--- src/rtl/fp_scoreboard.sv ---
// In-order expected-result scoreboard for the FPU bench: FIFO of expected entries, relaxed-NaN compare, pass/error counters.
// Optional watchdog enabled by defining FP_SCOREBOARD_TIMEOUT_EN.
module fp_scoreboard #(
    parameter int XLEN    = 32,
    parameter int FLEN    = 5,
    parameter int DEPTH   = 8,
    parameter int MAXERR  = 1,
    parameter int TIMEOUT = 256
) (
    input  logic            clock,
    input  logic            reset,
    input  logic            issue_valid,
    output logic            issue_ready,
    input  logic [XLEN-1:0] exp_result,
    input  logic [FLEN-1:0] exp_flags,
    input  logic            exp_relax,
    input  logic            exp_last,
    input  logic            dut_ready,
    input  logic [XLEN-1:0] dut_result,
    input  logic [FLEN-1:0] dut_flags,
    output logic            mismatch,
    output logic [XLEN-1:0] mis_result_diff,
    output logic [FLEN-1:0] mis_flags_diff,
    output logic [31:0]     pass_cnt,
    output logic [31:0]     err_cnt,
    output logic            underflow,
    output logic            overflow,
    output logic            timeout,
    output logic            done,
    output logic            fail
);

    // state  | meaning
    // S_RUN  | accepting pushes/pops and comparing
    // S_DONE | final entry passed; frozen until reset
    // S_FAIL | error count reached MAXERR; frozen until reset
    typedef enum logic [1:0] {S_RUN = 2'd0, S_DONE = 2'd1, S_FAIL = 2'd2} state_t;

    localparam int AW = $clog2(DEPTH);
    localparam logic [AW:0]   DEPTH_C  = (AW+1)'(DEPTH);
    localparam logic [31:0]   MAXERR_C = 32'(MAXERR);
    // Canonical NaN bits are exactly the exponent+quiet bits kept by a relaxed compare.
    localparam logic [63:0]   CNAN_W   = (XLEN == 64) ? 64'h7FF8_0000_0000_0000 : 64'h0000_0000_7FC0_0000;
    localparam logic [XLEN-1:0] CNAN   = CNAN_W[XLEN-1:0];

    if (XLEN != 32 && XLEN != 64) begin : g_bad_xlen
        $error("fp_scoreboard: XLEN must be 32 or 64");
    end
    if (DEPTH < 2 || (DEPTH & (DEPTH - 1)) != 0) begin : g_bad_depth
        $error("fp_scoreboard: DEPTH must be a power of two >= 2");
    end
    if (TIMEOUT < 1) begin : g_bad_timeout
        $error("fp_scoreboard: TIMEOUT must be >= 1");
    end

    typedef struct packed {
        logic [XLEN-1:0] result;
        logic [FLEN-1:0] flags;
        logic            relax;
        logic            last;
    } entry_t;

    entry_t          r_mem [DEPTH];
    logic [AW-1:0]   r_wptr;
    logic [AW-1:0]   r_rptr;
    logic [AW:0]     r_count;
    state_t          r_state;
    logic [31:0]     r_pass;
    logic [31:0]     r_err;
    logic            r_mismatch;
    logic [XLEN-1:0] r_rdiff;
    logic [FLEN-1:0] r_fdiff;
    logic            r_underflow;
    logic            r_overflow;
    logic            r_done;
    logic            r_fail;

    logic            w_active;
    logic            w_full;
    logic            w_empty;
    logic            w_pop;
    logic            w_push;
    logic            w_ovf;
    logic            w_udf;
    logic            w_tmo;
    entry_t          w_head;
    logic [XLEN-1:0] w_raw;
    logic [XLEN-1:0] w_rdiff;
    logic [FLEN-1:0] w_fdiff;
    logic            w_mis;
    logic            w_pass;
    logic [1:0]      w_err_inc;
    logic [32:0]     w_err_sum;
    logic [31:0]     w_err_next;
    logic [31:0]     w_pass_next;
    logic            w_go_fail;
    logic            w_go_done;

    assign w_active = (r_state == S_RUN);
    assign w_full   = (r_count == DEPTH_C);
    assign w_empty  = (r_count == '0);
    assign w_pop    = w_active && dut_ready && !w_empty;
    assign w_push   = w_active && issue_valid && (!w_full || w_pop);
    assign w_ovf    = w_active && issue_valid && w_full && !w_pop;
    assign w_udf    = w_active && dut_ready && w_empty;

    assign w_head   = r_mem[r_rptr];
    assign w_raw    = dut_result ^ w_head.result;
    assign w_rdiff  = (w_head.relax && dut_result == CNAN) ? (w_raw & CNAN) : w_raw;
    assign w_fdiff  = dut_flags ^ w_head.flags;
    assign w_mis    = w_pop && ((w_rdiff != '0) || (w_fdiff != '0));
    assign w_pass   = w_pop && !w_mis;

    assign w_err_inc   = 2'(w_udf) + 2'(w_ovf) + 2'(w_mis) + 2'(w_tmo);
    assign w_err_sum   = {1'b0, r_err} + 33'(w_err_inc);
    assign w_err_next  = w_err_sum[32] ? 32'hFFFF_FFFF : w_err_sum[31:0];
    assign w_pass_next = (w_pass && r_pass != 32'hFFFF_FFFF) ? r_pass + 32'd1 : r_pass;
    assign w_go_fail   = (w_err_inc != 2'd0) && (w_err_next >= MAXERR_C);
    assign w_go_done   = w_pass && w_head.last;

    always_ff @(posedge clock) begin
        if (!reset && w_push) begin
            r_mem[r_wptr] <= {exp_result, exp_flags, exp_relax, exp_last};
        end
    end

    always_ff @(posedge clock) begin
        if (reset) begin
            r_wptr      <= '0;
            r_rptr      <= '0;
            r_count     <= '0;
            r_state     <= S_RUN;
            r_pass      <= '0;
            r_err       <= '0;
            r_mismatch  <= 1'b0;
            r_rdiff     <= '0;
            r_fdiff     <= '0;
            r_underflow <= 1'b0;
            r_overflow  <= 1'b0;
            r_done      <= 1'b0;
            r_fail      <= 1'b0;
        end else if (w_active) begin
            if (w_push) r_wptr <= r_wptr + AW'(1);
            if (w_pop)  r_rptr <= r_rptr + AW'(1);
            case ({w_push, w_pop})
                2'b10:   r_count <= r_count + (AW+1)'(1);
                2'b01:   r_count <= r_count - (AW+1)'(1);
                default: r_count <= r_count;
            endcase
            r_pass     <= w_pass_next;
            r_err      <= w_err_next;
            r_mismatch <= w_mis;
            if (w_mis) begin
                r_rdiff <= w_rdiff;
                r_fdiff <= w_fdiff;
            end
            if (w_udf) r_underflow <= 1'b1;
            if (w_ovf) r_overflow  <= 1'b1;
            if (w_go_fail) begin
                r_state <= S_FAIL;
                r_fail  <= 1'b1;
            end else if (w_go_done) begin
                r_state <= S_DONE;
                r_done  <= 1'b1;
            end
        end else begin
            r_mismatch <= 1'b0;
        end
    end

`ifdef FP_SCOREBOARD_TIMEOUT_EN
    localparam logic [31:0] TIMEOUT_C = 32'(TIMEOUT);
    logic [31:0] r_wdog;
    logic        r_timeout;
    logic [31:0] w_wdog_inc;

    assign w_wdog_inc = r_wdog + 32'd1;
    // With entries pending and no pop, dut_ready is necessarily low: an idle cycle.
    assign w_tmo      = w_active && !w_pop && !w_empty && (w_wdog_inc == TIMEOUT_C);

    always_ff @(posedge clock) begin
        if (reset) begin
            r_wdog    <= '0;
            r_timeout <= 1'b0;
        end else if (w_active) begin
            if (w_pop || w_empty) r_wdog <= '0;
            else                  r_wdog <= w_wdog_inc;
            if (w_tmo) r_timeout <= 1'b1;
        end
    end

    assign timeout = r_timeout;
`else
    assign w_tmo   = 1'b0;
    assign timeout = 1'b0;
`endif

    assign issue_ready     = !w_full;
    assign mismatch        = r_mismatch;
    assign mis_result_diff = r_rdiff;
    assign mis_flags_diff  = r_fdiff;
    assign pass_cnt        = r_pass;
    assign err_cnt         = r_err;
    assign underflow       = r_underflow;
    assign overflow        = r_overflow;
    assign done            = r_done;
    assign fail            = r_fail;

endmodule

--- config.mk ---
export PLATFORM = sky130hd
export DESIGN_NAME = fp_scoreboard
export DESIGN_NICKNAME = d
export VERILOG_FILES = /design/src/rtl/fp_scoreboard.sv
export SDC_FILE = /design/constraint.sdc
export NUM_CORES = 1
export LEC_CHECK = 0
export BUFFER_PORTS_ARGS = -buffer_cell sky130_fd_sc_hd__buf_2
export CORE_UTILIZATION = 55
export CTS_BUF_LIST = sky130_fd_sc_hd__clkbuf_4 sky130_fd_sc_hd__clkbuf_8
export CTS_CLUSTER_SIZE = 30
export DETAILED_ROUTE_END_ITERATION = 16
export GPL_ROUTABILITY_DRIVEN = 0
export MAX_ROUTING_LAYER = met4
export PLACE_DENSITY = 0.78
export SLEW_MARGIN = 10
export SYNTH_ARGS = -nofsm -noshare
export SYNTH_HDL_FRONTEND = slang
export SYNTH_SLANG_ARGS = --single-unit
--- constraint.sdc ---
create_clock -name clock -period 13.55 [get_ports clock]
set_input_delay 1.355 -clock clock [delete_from_list [all_inputs] [get_ports clock]]
set_output_delay 1.355 -clock clock [all_outputs]
set_load 0.02 [all_outputs]
==> results of run 1 <==
cell usage in the layout (no fill, tap or decap), types with 8 or more instances in the layout:
cell type,synthesis,layout
edfxtp_1,312,312
buf_2,15,185
dfxtp_1,121,119
mux2i_1,104,104
nor2_1,82,79
clkbuf_8,0,71
a21oi_1,55,55
nand2_1,49,49
mux4_2,46,46
nand3_1,43,43
o21ai_0,41,41
a22oi_1,33,33
xnor2_1,31,31
o31ai_1,25,25
and3_1,24,24
nor3_1,25,23
nor4_1,24,22
clkbuf_4,0,21
inv_1,19,19
clkinv_1,1,19
buf_4,8,17
and3b_1,16,16
or3_1,16,16
nand3b_1,16,16
a21boi_0,15,15
nand4_1,14,14
or4_1,14,14
a311oi_1,14,14
xor2_1,11,11
a211oi_1,11,11
a31o_2,8,8
ha_1,8,8
clkinv_2,0,8
stage by stage:
stage          total power (uW)  cell area [um^2]
2_1_floorplan              2120             18500
3_3_place_gp               2290             19800
3_5_place_dp               2310             19800
4_1_cts                    3420             21100
5_1_grt                    3540             21200
6_report                   3390             21200
routing by layer:
layer | part of all wire (%) | track usage [%]
met2 | 48 | 42.1
met4 | 2.1 | 8.36
met1 | 41 | 35.6
met5 | 0 | -
met3 | 9.4 | 5.07
state kept, by name, summed over array words and instances, names as in the netlist, 2 cells and up, named ones only:
name / count
err_cnt: 32
r_count: 4
r_rptr: 3
r_wptr: 3
mis_flags_diff: 5
r_state: 2
r_mem: 312
pass_cnt: 32
mis_result_diff: 32
worst max-delay path by stage:
| stage | from | endpoint | slack, ns | depth (start not counted) |
|---|---|---|---|---|
| 6_report | register | done | 4.89 | 22 |
| 5_1_grt | register | r_state[0] | 4.40 | 22 |
| 4_1_cts | register | r_state[0] | 4.94 | 22 |
| 3_5_place_dp | register | r_state[0] | 4.96 | 22 |
| 3_3_place_gp | register | r_state[0] | 5.06 | 22 |
| 2_1_floorplan | issue_valid | r_mem[4][0] | 7.09 | 3 |
layout make-up:
cell class / count / area, um^2
flip-flops and latches: 433 / 11800
well taps: 442 / 553
repair buffers: 202 / 1050
clock buffers: 92 / 1130
clock inverters: 35 / 248
multi-input cells: 802 / 6280
diodes: 6 / 15.0
inverters: 20 / 75.1
fillers: 2442 / 11600
power by group through the flow:
stage | combinational (uW) | clock, uW | sequential, uW
6_report | 720 | 1110 | 1570
5_1_grt | 776 | 1190 | 1580
4_1_cts | 718 | 1130 | 1570
3_5_place_dp | 714 | 0 | 1600
3_3_place_gp | 699 | 0 | 1590
2_1_floorplan | 532 | 0 | 1590
critical path: stages (launching register included):
cell,delay (ns)
dfxtp_4,0.92
buf_4,0.97
mux2i_1,0.30
a22oi_1,0.11
and3b_1,0.25
nor4_1,0.51
nand4_1,0.24
o31ai_4,0.56
a21boi_4,0.09
inv_1,0.62
fa_1,0.54
inv_1,0.09
ha_1,0.20
fa_1,0.31
nand4_1,0.35
or3_1,0.54
nor2_1,0.22
a31oi_1,0.12
or3_1,0.39
nor4_1,0.28
a41oi_1,0.23
or4b_1,0.56
o21ai_0,0.09
kinds of logic after synthesis:
group | count (synthesis) | share of synthesized area, %
compound gates | 236 | 8.56
xor+xnor | 42 | 1.99
fa+ha+maj | 11 | 0.867
buf+inv | 101 | 2.57
flops | 433 | 63.8
mux | 151 | 11.3
other cells | 1 | 0.0203
simple gates | 361 | 10.9
==> flow_summary.yaml, run 1 <==
outcome:
  status: "complete, no violations"
final_layout:
  fin_nets: 1620
  area_delta_synth_final_pct: 14.5
  stdcell_count: 2032
  final_util_pct: 64.5
  drive_gt1_share_pct: 24.6
flow_run:
  maxCapViolCount: 0
route:
  drt_iter0_markers: 1111
  vias: 12409
  wl_um: 44300
  avgRoutedWirePerCell_um: 21.8
  via_per_inst: 6.11
  drc: 0
  ant_nets: 0
  firstDrtPassIters: 6
global_route:
  grt_pass1_vias: 11792
  grt_use_total_pct: 26.9
  grt_antenna_before_repair: 5
  grt_pass1_wl_um: 67400
  grt_max_degree: 67
  grt_overflow: 0
clocking:
  clk_path_buf_depth: 3
  cts-htree-levels: 3
  cts_tree: "built"
  clkSlewWorstSetupHoldPaths_ns: 0.06
  ctsHoldBuffers: 0
  postCtsSetupRepairBufs: 0
  cts.sinks: 433
  cts_resized: 0
  insertion_delay_ns: 0.59
  clk_root_buffer_cell: "clkbuf_8"
  cts_buffers: 70
die:
  core_area_mm2: 0.0328
  rows: 66
  dieArea_mm2: 0.0343
  die_height_um: 185
  ioPinCount: 188
  initial_core_util_pct: 56.4
  die_w_um: 185
placed_design:
  place_hpwl_um: 27900
  pre_cts_slack_ns: 4.96
  place_inst: 1899
  io_buffers: 186
timing:
  max_freq_mhz: 115
  setup_viol: 0
  tns_ns: 0
  tightest_slew_ns: 1.29
  slew_violations: 0
  fin_skew_ns: 0.0329
  grt_setup_unrepaired: "false"
  slew_headroom_pct: 14.2
  finalHoldViolCount: 0
  timing.hold.ws_ns: 0.445
  finalCriticalPeriod_ns: 8.66
  fin_crit_sh_pct: 63.9
  worst_slack_ns: 4.89
yosys:
  async_flop_share_pct: 0
  synth_top_area_share_pct: 50.7
  syn-num-nets: 1427
  ys_ff_latch: 433
  synthTopCellsByCount: "312 x edfxtp_1, 121 x dfxtp_1, 104 x mux2i_1, 82 x nor2_1, 55 x a21oi_1"
  synth_cell_type_count: 66
  synth_area_leaders: "edfxtp_1 51%, dfxtp_1 13%, mux2i_1 5.6%"
  yosysTopAreaCell: "edfxtp_1"
  synth_edf_count: 312
  ys.flop_type: "edfxtp_1"
  synth-warning-count: 0
  synth.yosys.seq_area_share_pct: 63.8
  synthCells: 1336
  synth.most_common_cell: "edfxtp_1"
  synth_area_mm2: 0.0185
  synth_area_per_cell_um2: 13.8
min_path:
  holdPathStages: 2
  worst_hold_path.endpoint: "overflow"
  min-delay-start: "overflow"
  hp-class: "register to register"
worst_setup_path:
  reg2reg_depth: 22
  crit_type: "register to register"
  cp_data_required_time_ns: 14.04
  worst_ep_arrival_time_ns: 9.16
  cp_max_fo: 66
  r2r-end: "done"
  regToRegSetupSlack_ns: 4.89
  start_kind: "register"
  endpoint_kind: "register"
pwr:
  power_density_mw_per_mm2: 160
  intPower_uw: 2400
  pwr-share-comb_pct: 21.2
  p_clk_share_pct: 32.6
  ir_drop_v: 0.0000965
  p_switching_uw: 995
  p_leak_uw: 0.00733
  p_seq_share_pct: 46.2
  p_sw_share_pct: 29.3
No activity file was read; power rests on OpenSTA's default activity.
==> run 2: changes to the inputs <==
clock period = 8.2 ns   (was 13.55 ns; I/O delays follow)
==> flow_summary.yaml, run 2 (synthesis gave the netlist of run 1 again) <==
timing:
  fin_crit_sh_pct: 89.2
  grt_setup_unrepaired: "false"
  fin_skew_ns: 0.0462
  tns_ns: 0
  finalCriticalPeriod_ns: 7.31
  slew_headroom_pct: 38.7
  tightest_slew_ns: 0.911
  max_freq_mhz: 137
  finalHoldViolCount: 0
  slew_violations: 0
  setup_viol: 0
route:
  via_per_inst: 6.06
  firstDrtPassIters: 5
  ant_nets: 0
  drc: 0
  wl_um: 44800
  vias: 12327
  drt_iter0_markers: 1252
  avgRoutedWirePerCell_um: 22.1
final_layout:
  fillCellCount: 2402
  layout_common_cells: "312 x edfxtp_1, 185 x buf_2, 119 x dfxtp_1, 104 x mux2i_1, 79 x nor2_1"
  area_delta_synth_final_pct: 14.5
  fin_nets: 1629
  largest_reg_flops: 312
  stdcell_count: 2033
  fin_area_mm2: 0.0212
  top_register: "r_mem"
  multi_input_area_mm2: 0.00627
  drive_gt1_share_pct: 24.8
  final_common_cell: "edfxtp_1"
  seq_area_mm2: 0.0118
die:
  die_w_um: 185
  initial_core_util_pct: 56.4
  die_height_um: 185
  rows: 66
  ioPinCount: 188
  dieArea_mm2: 0.0343
  core_area_mm2: 0.0328
worst_setup_path:
  cp_data_required_time_ns: 8.72
  endpoint_kind: "register"
  reg2reg_depth: 24
  r2r-end: "r_state[0]"
  cp_max_fo: 57
  regToRegSetupSlack_ns: 0.89
  worst_ep_arrival_time_ns: 7.83
  crit_type: "register to register"
  start_kind: "register"
global_route:
  grt_max_degree: 68
  grtUsageMet2_pct: 41.8
  grt_overflow: 0
  grt_pass1_wl_um: 67200
  met3_usage_pct: 6.61
  grt_antenna_before_repair: 5
  busiest_layer: "met2"
  grt_pass1_vias: 11881
  grt_use_total_pct: 27.1
  use_met1_pct: 34.3
clocking:
  cts_buffers: 72
  clk_root_buffer_cell: "clkbuf_8"
  cts-htree-levels: 3
  ctsHoldBuffers: 0
  cts_tree: "built"
  insertion_delay_ns: 0.61
  cts.sinks: 433
  postCtsSetupRepairBufs: 0
  clkSlewWorstSetupHoldPaths_ns: 0.06
  clk_path_buf_depth: 3
  cts_resized: 0
placed_design:
  place_hpwl_um: 28700
  place_area_mm2: 0.0198
  io_buffers: 186
  place_inst: 1906
min_path:
  holdPathStages: 2
  hp-class: "register to register"
  worst_hold_path.endpoint: "overflow"
  min-delay-start: "overflow"
pwr:
  ir_drop_v: 0.000153
  power_density_mw_per_mm2: 264
  p_leak_uw: 0.00735
flow_run:
  maxCapViolCount: 0
outcome:
  status: "complete, no violations"
==> run 2: through the flow <==
step                hold WS [ns]  worst slack (ns)  power [uW]  util [%]
floorplan                  0.452              1.82        3510         -
global placement           0.433              1.11        3810      60.4
detailed placement         0.438             0.860        3840      60.4
CTS                        0.445             0.834        5610      64.5
global route               0.455             0.384        5820      64.5
finish                     0.444             0.889        5580      64.5
==> run 2: worst max path at each step <==
stage / endpoint / slack [ns] / depth (start not counted)
2_1_floorplan: done / 1.82 / 25
3_3_place_gp: r_state[0] / 1.11 / 22
3_5_place_dp: done / 0.86 / 24
4_1_cts: done / 0.83 / 24
5_1_grt: done / 0.38 / 24
6_report: r_state[0] / 0.89 / 24
==> run 2: cell type report <==
cell class	instances	share of cell area, %
Antenna cell	5	0.0591
Clock buffer	101	5.83
Clock inverter	21	0.461
Inverter	20	0.355
Multi-Input combinational cell	802	29.6
Sequential cell	433	55.8
Tap cell	442	2.61
Timing Repair Buffer	209	5.29
==> run 2: power by group <==
part,internal [uW],leakage (uW),total [uW],switching [uW]
Clock,965,0.000706,1770,808
Sequential,2460,0.00380,2570,105
Combinational,528,0.00285,1240,711
Total,3960,0.00735,5580,1620
==> run 2: critical path: stages (launching register included) <==
cell and delay, ns:
dfxtp_4 0.67, buf_12 0.41, buf_4 0.36, mux2i_1 0.25, a22oi_1 0.10, and3b_1 0.25
nor4_1 0.35, nand4_1 0.20, o31ai_4 0.34, buf_4 0.22, a21boi_4 0.06, inv_1 0.12
fa_1 0.42, inv_1 0.09, ha_1 0.22, fa_1 0.33, nand4_1 0.36, or3_1 0.54
nor2_1 0.21, a31oi_1 0.11, or3_1 0.39, nor4_1 0.32, a41oi_1 0.23, or4b_1 0.56
o21ai_0 0.10
==> run 2: layer usage <==
metal  wire length [um]  vias to the layer above
li1                   -                     5632
met1              17900                     6037
met2              21300                      565
met3               4090                       93
met4               1460                        0
met5                  0                        -
==> run 3: changes to the inputs <==
CORE_UTILIZATION = 61   (was 55)
PLACE_DENSITY = 0.85   (was 0.78)
==> flow_summary.yaml, run 3 (synthesis gave the netlist of run 1 again) <==
outcome:
  status: "complete, no violations"
final_layout:
  seq_area_mm2: 0.0118
  largest_reg_flops: 312
  stdcell_count: 1986
  drive_gt1_share_pct: 25.0
  multi_input_area_mm2: 0.00627
  top_register: "r_mem"
  final_util_pct: 71.7
  area_delta_synth_final_pct: 15.3
  final_common_cell: "edfxtp_1"
  fin_nets: 1624
  layout_common_cells: "312 x edfxtp_1, 185 x buf_2, 119 x dfxtp_1, 104 x mux2i_1"
  fillCellCount: 1845
placed_design:
  io_buffers: 186
  place_inst: 1852
  place_hpwl_um: 28900
route:
  drc: 0
  vias: 12722
  ant_nets: 0
  avgRoutedWirePerCell_um: 22.7
  via_per_inst: 6.41
  drt_iter0_markers: 1594
  wl_um: 45100
  firstDrtPassIters: 5
timing:
  tightest_slew_ns: 1.25
  fin_skew_ns: 0.0381
  slew_violations: 0
  fin_crit_sh_pct: 89.5
  tns_ns: 0
  max_freq_mhz: 136
  finalCriticalPeriod_ns: 7.34
  slew_headroom_pct: 16.8
  finalHoldViolCount: 0
  setup_viol: 0
  grt_setup_unrepaired: "false"
die:
  die_w_um: 176
  ioPinCount: 188
  die_height_um: 176
  initial_core_util_pct: 62.2
  dieArea_mm2: 0.0310
  core_area_mm2: 0.0297
  rows: 63
global_route:
  met3_usage_pct: 6.07
  grt_use_total_pct: 30.3
  busiest_layer: "met2"
  grt_overflow: 0
  grtUsageMet2_pct: 45.8
  grt_max_degree: 92
  grt_pass1_vias: 12171
  grt_antenna_before_repair: 6
  use_met1_pct: 39.7
  grt_pass1_wl_um: 68700
worst_setup_path:
  reg2reg_depth: 21
  cp_max_fo: 24
  worst_ep_arrival_time_ns: 7.85
  endpoint_kind: "register"
  cp_data_required_time_ns: 8.71
  crit_type: "register to register"
  start_kind: "register"
pwr:
  p_leak_uw: 0.00743
  power_density_mw_per_mm2: 273
  ir_drop_v: 0.000175
clocking:
  ctsHoldBuffers: 0
  cts.sinks: 433
  cts_resized: 0
  clkSlewWorstSetupHoldPaths_ns: 0.06
  clk_path_buf_depth: 3
  insertion_delay_ns: 0.62
  clk_root_buffer_cell: "clkbuf_8"
  cts_tree: "built"
  postCtsSetupRepairBufs: 0
  cts_buffers: 69
  cts-htree-levels: 3
min_path:
  hp-class: "register to register"
  holdPathStages: 2
flow_run:
  maxCapViolCount: 0
==> run 3: layout make-up <==
class,instances,share of cell area [%]
flip-flops and latches,433,55.4
multi-input cells,802,29.4
clock buffers,94,5.66
repair buffers,207,5.24
well taps,390,2.29
clock inverters,34,1.55
inverters,20,0.352
diodes,6,0.0705
==> run 3: power breakdown <==
group | leakage [uW] | internal [uW] | switching [uW]
Clock | 0.000795 | 1110 | 888
Sequential | 0.00380 | 2460 | 113
Combinational | 0.00284 | 529 | 708
==> run 3: metrics by stage <==
step           hold WS [ns]  setup WS [ns]  cell area, um^2  power (uW)
6_report              0.445          0.862            21300        5810
2_1_floorplan         0.452           1.82            18500        3510
3_3_place_gp          0.429           1.25            19700        3810
3_5_place_dp          0.437           1.03            19700        3840
4_1_cts               0.429          0.984            21300        5820
5_1_grt               0.434          0.425            21300        6030
==> run 3: final timing paths <==
| path | start | end | slack, ns |
|---|---|---|---|
| setup / recovery | register | r_state[0] | 0.86 |
| hold / removal | underflow | underflow | 0.45 |
| setup reg to reg | register | r_state[0] | 0.86 |
| hold reg to reg | underflow | underflow | 0.45 |
==> run 3: worst max-delay path, cell delays in order, from the launching register on <==
cell	delay, ns
dfxtp_2	0.73
and2_1	0.72
a22oi_1	0.30
and3b_1	0.26
nor4_1	0.35
nand4_1	0.21
o31ai_4	0.51
a21boi_4	0.09
inv_1	0.12
fa_1	0.42
inv_1	0.08
ha_1	0.21
fa_1	0.34
nand4_1	0.38
or3_1	0.54
nor2_1	0.19
a31oi_1	0.12
or3_1	0.40
nor4_1	0.38
a41oi_1	0.24
or4b_1	0.56
o21ai_0	0.09
==> run 3: metal layers <==
metal	routed length [um]	share of wire [%]
met3	4560	10
met1	17500	39
met2	21300	47
met5	0	0
met4	1690	3.7
